## src/rtl/dual_input_debouncer.sv

```systemverilog
// Two-channel input conditioner: synchroniser, debounce FSM with hold counter, clean level and edge pulses.
// Optional aborted-transition counter on port glitch_cnt, enabled by defining DEBOUNCE_GLITCH_CNT_EN.

module dual_input_debouncer_chan #(
    parameter int SYNC_STAGES   = 2,
    parameter int STABLE_CYCLES = 4,
    parameter int CNT_W         = 16
) (
    input  logic clk,
    input  logic rst,
    input  logic raw_i,
    output logic clean_o,
    output logic rise_o,
    output logic fall_o,
    output logic abort_o
);
    localparam logic [1:0] ST_STABLE_LO = 2'd0;
    localparam logic [1:0] ST_WAIT_HI   = 2'd1;
    localparam logic [1:0] ST_STABLE_HI = 2'd2;
    localparam logic [1:0] ST_WAIT_LO   = 2'd3;

    localparam logic [CNT_W-1:0] CNT_ONE  = CNT_W'(1);
    localparam logic [CNT_W-1:0] CNT_LAST = CNT_W'(STABLE_CYCLES - 1);

    logic [SYNC_STAGES-1:0] sync_q, sync_d;
    logic [1:0]             state_q, state_d;
    logic [CNT_W-1:0]       cnt_q, cnt_d;
    logic                   clean_q, clean_d;
    logic                   rise_q, rise_d;
    logic                   fall_q, fall_d;
    logic                   x_sync;

    assign x_sync = sync_q[SYNC_STAGES-1];
    assign sync_d = {sync_q[SYNC_STAGES-2:0], raw_i};

    always_comb begin
        state_d = state_q;
        cnt_d   = cnt_q;
        clean_d = clean_q;
        rise_d  = 1'b0;
        fall_d  = 1'b0;
        abort_o = 1'b0;
        case (state_q)
            ST_STABLE_LO: begin
                if (x_sync) begin
                    // A single-cycle hold requirement commits without visiting WAIT_HI.
                    if (STABLE_CYCLES == 1) begin
                        state_d = ST_STABLE_HI;
                        clean_d = 1'b1;
                        rise_d  = 1'b1;
                    end else begin
                        state_d = ST_WAIT_HI;
                        cnt_d   = CNT_ONE;
                    end
                end
            end
            ST_WAIT_HI: begin
                if (!x_sync) begin
                    state_d = ST_STABLE_LO;
                    cnt_d   = '0;
                    abort_o = 1'b1;
                end else if (cnt_q == CNT_LAST) begin
                    state_d = ST_STABLE_HI;
                    cnt_d   = '0;
                    clean_d = 1'b1;
                    rise_d  = 1'b1;
                end else begin
                    cnt_d = cnt_q + CNT_ONE;
                end
            end
            ST_STABLE_HI: begin
                if (!x_sync) begin
                    if (STABLE_CYCLES == 1) begin
                        state_d = ST_STABLE_LO;
                        clean_d = 1'b0;
                        fall_d  = 1'b1;
                    end else begin
                        state_d = ST_WAIT_LO;
                        cnt_d   = CNT_ONE;
                    end
                end
            end
            default: begin
                if (x_sync) begin
                    state_d = ST_STABLE_HI;
                    cnt_d   = '0;
                    abort_o = 1'b1;
                end else if (cnt_q == CNT_LAST) begin
                    state_d = ST_STABLE_LO;
                    cnt_d   = '0;
                    clean_d = 1'b0;
                    fall_d  = 1'b1;
                end else begin
                    cnt_d = cnt_q + CNT_ONE;
                end
            end
        endcase
    end

    always_ff @(posedge clk) begin
        if (rst) begin
            sync_q  <= '0;
            state_q <= ST_STABLE_LO;
            cnt_q   <= '0;
            clean_q <= 1'b0;
            rise_q  <= 1'b0;
            fall_q  <= 1'b0;
        end else begin
            sync_q  <= sync_d;
            state_q <= state_d;
            cnt_q   <= cnt_d;
            clean_q <= clean_d;
            rise_q  <= rise_d;
            fall_q  <= fall_d;
        end
    end

    assign clean_o = clean_q;
    assign rise_o  = rise_q;
    assign fall_o  = fall_q;
endmodule

module dual_input_debouncer #(
    parameter int SYNC_STAGES   = 2,
    parameter int STABLE_CYCLES = 4,
    parameter int CNT_W         = 16
) (
    input  logic       clk,
    input  logic       rst,
    input  logic       a_raw,
    input  logic       b_raw,
    output logic       a_clean,
    output logic       b_clean,
    output logic       a_rise,
    output logic       a_fall,
    output logic       b_rise,
    output logic       b_fall
`ifdef DEBOUNCE_GLITCH_CNT_EN
    ,
    output logic [7:0] glitch_cnt
`endif
);
    logic a_abort;
    logic b_abort;

    dual_input_debouncer_chan #(
        .SYNC_STAGES  (SYNC_STAGES),
        .STABLE_CYCLES(STABLE_CYCLES),
        .CNT_W        (CNT_W)
    ) u_chan_a (
        .clk    (clk),
        .rst    (rst),
        .raw_i  (a_raw),
        .clean_o(a_clean),
        .rise_o (a_rise),
        .fall_o (a_fall),
        .abort_o(a_abort)
    );

    dual_input_debouncer_chan #(
        .SYNC_STAGES  (SYNC_STAGES),
        .STABLE_CYCLES(STABLE_CYCLES),
        .CNT_W        (CNT_W)
    ) u_chan_b (
        .clk    (clk),
        .rst    (rst),
        .raw_i  (b_raw),
        .clean_o(b_clean),
        .rise_o (b_rise),
        .fall_o (b_fall),
        .abort_o(b_abort)
    );

`ifdef DEBOUNCE_GLITCH_CNT_EN
    logic [7:0] glitch_q, glitch_d;
    logic [8:0] glitch_sum;

    // Nine-bit sum so a double abort near the top still saturates cleanly.
    always_comb begin
        glitch_sum = {1'b0, glitch_q} + {8'd0, a_abort} + {8'd0, b_abort};
        glitch_d   = glitch_sum[8] ? 8'hFF : glitch_sum[7:0];
    end

    always_ff @(posedge clk) begin
        if (rst) begin
            glitch_q <= '0;
        end else begin
            glitch_q <= glitch_d;
        end
    end

    assign glitch_cnt = glitch_q;
`else
    logic unused_abort;
    assign unused_abort = a_abort ^ b_abort;
`endif
endmodule

```

## config.mk

```make
export PLATFORM = sky130hd
export DESIGN_NAME = dual_input_debouncer
export DESIGN_NICKNAME = d
export VERILOG_FILES = /design/src/rtl/dual_input_debouncer.sv
export SDC_FILE = /design/constraint.sdc
export NUM_CORES = 1
export LEC_CHECK = 0
export ABC_AREA = 1
export ABC_CLOCK_PERIOD_IN_PS = 1600
export CAP_MARGIN = 20
export CORE_MARGIN = 4
export CORE_UTILIZATION = 27
export CTS_CLUSTER_DIAMETER = 200
export DETAILED_ROUTE_END_ITERATION = 12
export PLACE_DENSITY = 0.43
export RECOVER_POWER = 50
export SLEW_MARGIN = 20
export SYNTH_ARGS = -nofsm -noshare
export SYNTH_HDL_FRONTEND = slang
export SYNTH_SLANG_ARGS = --single-unit
```

## constraint.sdc

```tcl
create_clock -name clk -period 1.6 [get_ports clk]
set_input_delay 0.32 -clock clk [delete_from_list [all_inputs] [get_ports clk]]
set_output_delay 0.32 -clock clk [all_outputs]
set_load 0.02 [all_outputs]
```

==> impl_metrics.toml <==
[run_status]
status = "complete, no violations"

[grt]
grt_use_total = 0.102
grt_pass1_vias = 2188
grt-ovfl-total = 0
grt_pass1_wl_um = 9560
antenna_found_initial = 0
grt_max_degree = 14

[die]
fp.dieW_um = 106
die_area_mm2 = 0.0113
fp.dieH_um = 106
io_pins = 10
initial_core_util = 0.280
core-area_mm2 = 0.00933
rows = 35

[worst_setup_path]
startpoint_type = "flop"
path_buf_inv = 1
worstRegToRegCells = 10
regToRegStartpoint = "u_chan_b.state_q[0]"
r2r_slack_ps = 80
crit_arrival_ps = 1210
worstReg2RegEnd = "u_chan_b.cnt_q[14]"
crit_chain = "clkdlybuf4s50_1"
slowest_stage = "clkdlybuf4s50_1"
cp-end-kind = "output port"
path_delay_family = "buffers and inverters"
crit_path_start = "u_chan_a.fall_o"
worstPathMaxFanout = 1
slowest_delay_ps = 600
cp_data_required_time_ps = 1280
critical_path_class = "flop to output port"

[place]
place_inst = 516
placed_area_mm2 = 0.00301
port_buffers = 9
dp_hpwl_um = 4330
place_ws_ps = 17.4
place.gp.congestion = 0.797

[timing]
finalWorstSetupSlack_ps = 69.7
drv_slew = 0
worst_pin_slew_ps = 560
max_freq_ghz = 0.653
finalSetupViolCount = 0
hold_slack_ps = 408
post-route-period-util = 0.956
hold_viol = 0
slew_headroom = 0.626
min_period_ps = 1530
final.setup_skew_ps = 6.68

[final_layout]
fin_cells = 529
nFillCells = 1011
area_growth_pct = 24.4
layout-drive-gt1-share = 0.290
design_area_mm2 = 0.00325
diodes = 0
fin_nets = 413

[pwr]
intPower_mw = 1.70
p_clk_frac = 0.391
pwr-share-comb = 0.074
vdd_drop_max_mv = 0.350
pwr_density_cell_mw_per_mm2 = 671
p_leak_nw = 1.23
seq_power_share = 0.535
switching_share = 0.224
power_mw = 2.18
switchingPower_uw = 488

[synth]
synth_compound_area_frac = 0.0871
synth_top_family_by_area = "simple AND/OR/NAND/NOR gates"
synth_simple_gate_area_frac = 0.389
syn_nets = 374
ys_seq_area_frac = 0.352
synthXorXnorAreaFrac = 0.0335
ys_seq_elements = 46
synth_edf_count = 0
post_synth_mux_area_share = 0
async_reset_ff_frac = 0
netlist_area_mm2 = 0.00261
post_synth_num_cell_types = 35
synthAdderAreaFrac = 0.0479
synth_warnings = 0
ys.flop_type = "dfxtp_1"
syn_avg_cell_area_um2 = 7.26
netlist_instances = 360

[clock_tree]
clk_path_buf_depth = 2
cts_tree = "yes"
cts_sinks = 46
clockRootBuffer = "clkbuf_8"
cts_buffers = 5
insertion_delay_ps = 290
clk_pin_slew_ps = 90
cts_max_level = 2

[routing]
wl_um = 5600
avgRoutedWirePerCell_um = 10.6
firstDrtPassIters = 6
drt_iter0_markers = 41
viasPerCell = 4.29
ant_nets = 0
vias = 2271
drc = 0

[min_path]
hold_depth = 2
worst_hold_path_type = "flop to flop"
hold_start = "u_chan_b.sync_q[0]"
min_to = "u_chan_b.sync_q[1]"

[flow_run]
drv_cap = 0
-- logic make-up after synthesis --
family / count (synthesis)
AO/OA/AOI/OAI: 33
XOR/XNOR: 10
adder cells (fa/ha/maj): 10
buffers and inverters: 54
flip-flops: 46
AND/OR/NAND/NOR: 207
-- stage by stage --
stage           util  setup TNS [ps]
3_5_place_dp   0.323               0
3_3_place_gp   0.323               0
6_report       0.349               0
4_1_cts        0.336               0
2_1_floorplan      -               0
5_1_grt        0.349           -36.9
-- power groups by stage --
stage          registers (mW)  logic (mW)  clock network (mW)
6_report                 1.17       0.162               0.854
5_1_grt                  1.17       0.181               0.960
4_1_cts                  1.17       0.154               0.914
3_5_place_dp             1.19       0.152                   0
3_3_place_gp             1.19       0.152                   0
2_1_floorplan            1.19      0.0910                   0
-- what timing repair did --
item                                    CTS  global route
endpoints found under the setup margin    2            36
cloned                                    0             0
gates resized for setup                   2            38
setup buffers                             2             3
hold buffers                              0             0
pin swaps                                 2             9
-- state kept, by name (all words and copies together), names as in the netlist, named ones only --
register,cells
u_chan_a.sync_q,2
u_chan_b.fall_o,1
u_chan_b.rise_o,1
u_chan_b.clean_o,1
u_chan_a.fall_o,1
u_chan_a.cnt_q,16
u_chan_a.clean_o,1
u_chan_b.state_q,1
u_chan_a.rise_o,1
u_chan_a.state_q,1
u_chan_b.sync_q,2
u_chan_b.cnt_q,16
-- placed cells by master, fill, tap and decap left out, types with 3 or more instances in the layout --
cell	count
a21oi_1	11
a21oi_2	4
buf_4	25
clkbuf_1	4
clkbuf_8	5
clkdlybuf4s50_1	6
dfxtp_1	40
dfxtp_2	6
ha_1	5
ha_4	3
inv_1	39
inv_2	9
nand2_1	65
nand2_2	8
nand2_4	3
nand3_1	22
nand3_2	4
nand4_1	8
nor2_1	49
nor2_2	23
nor2_4	5
nor3_1	8
nor3_2	5
o21ai_0	9
o21ai_4	3
xnor2_1	3
xor2_1	7
-- how the worst max path moves through the flow --
stage	slack [ps]	to	depth (start not counted)
after floorplan	70	u_chan_b.cnt_q[15]	10
after global placement	30	u_chan_b.cnt_q[15]	10
after detailed placement	20	u_chan_b.cnt_q[14]	8
after CTS	3	b_clean	1
after global routing	-20	u_chan_a.cnt_q[15]	10
final	70	a_fall	1
-- final cells by class --
| class | count | area [µm²] | share of cell area |
|---|---|---|---|
| multi-input combinational | 260 | 1560 | 0.478 |
| inverter | 49 | 186 | 0.0573 |
| sequential | 46 | 928 | 0.285 |
| clock inverter | 1 | 30.0 | 0.00923 |
| clock buffer | 7 | 76.3 | 0.0235 |
| tap | 129 | 161 | 0.0496 |
| timing repair buffer | 37 | 314 | 0.0966 |
-- metal layers --
metal | vias to the layer above | routed length [µm] | track usage
li1 | 1213 | - | -
met1 | 1036 | 2600 | 0.126
met2 | 17 | 2830 | 0.181
met3 | 5 | 105 | 0.0200
met4 | 0 | 53 | 0.0278
met5 | - | 0 | 0
-- Yosys cell counts (4+ instances only) --
cell type | instances | area [µm²]
nor3_1 | 9 | 45.0
xor2_1 | 7 | 61.3
nand2_1 | 69 | 259
dfxtp_1 | 46 | 921
a21oi_2 | 4 | 35.0
nand3_1 | 23 | 115
ha_1 | 10 | 125
o21ai_0 | 10 | 50.1
nor2_1 | 55 | 206
buf_6 | 4 | 45.0
inv_1 | 45 | 169
nand4_1 | 8 | 50.1
nand2_2 | 5 | 31.3
a21oi_1 | 11 | 55.1
nor2_2 | 19 | 119
nor3_2 | 4 | 40.0
-- tightest hold or removal path, cell delays in order (launching register included) --
cell and delay [ps]:
dfxtp_1 300, inv_1 40, nor2_1 30
No activity file was read; power rests on OpenSTA's default activity.
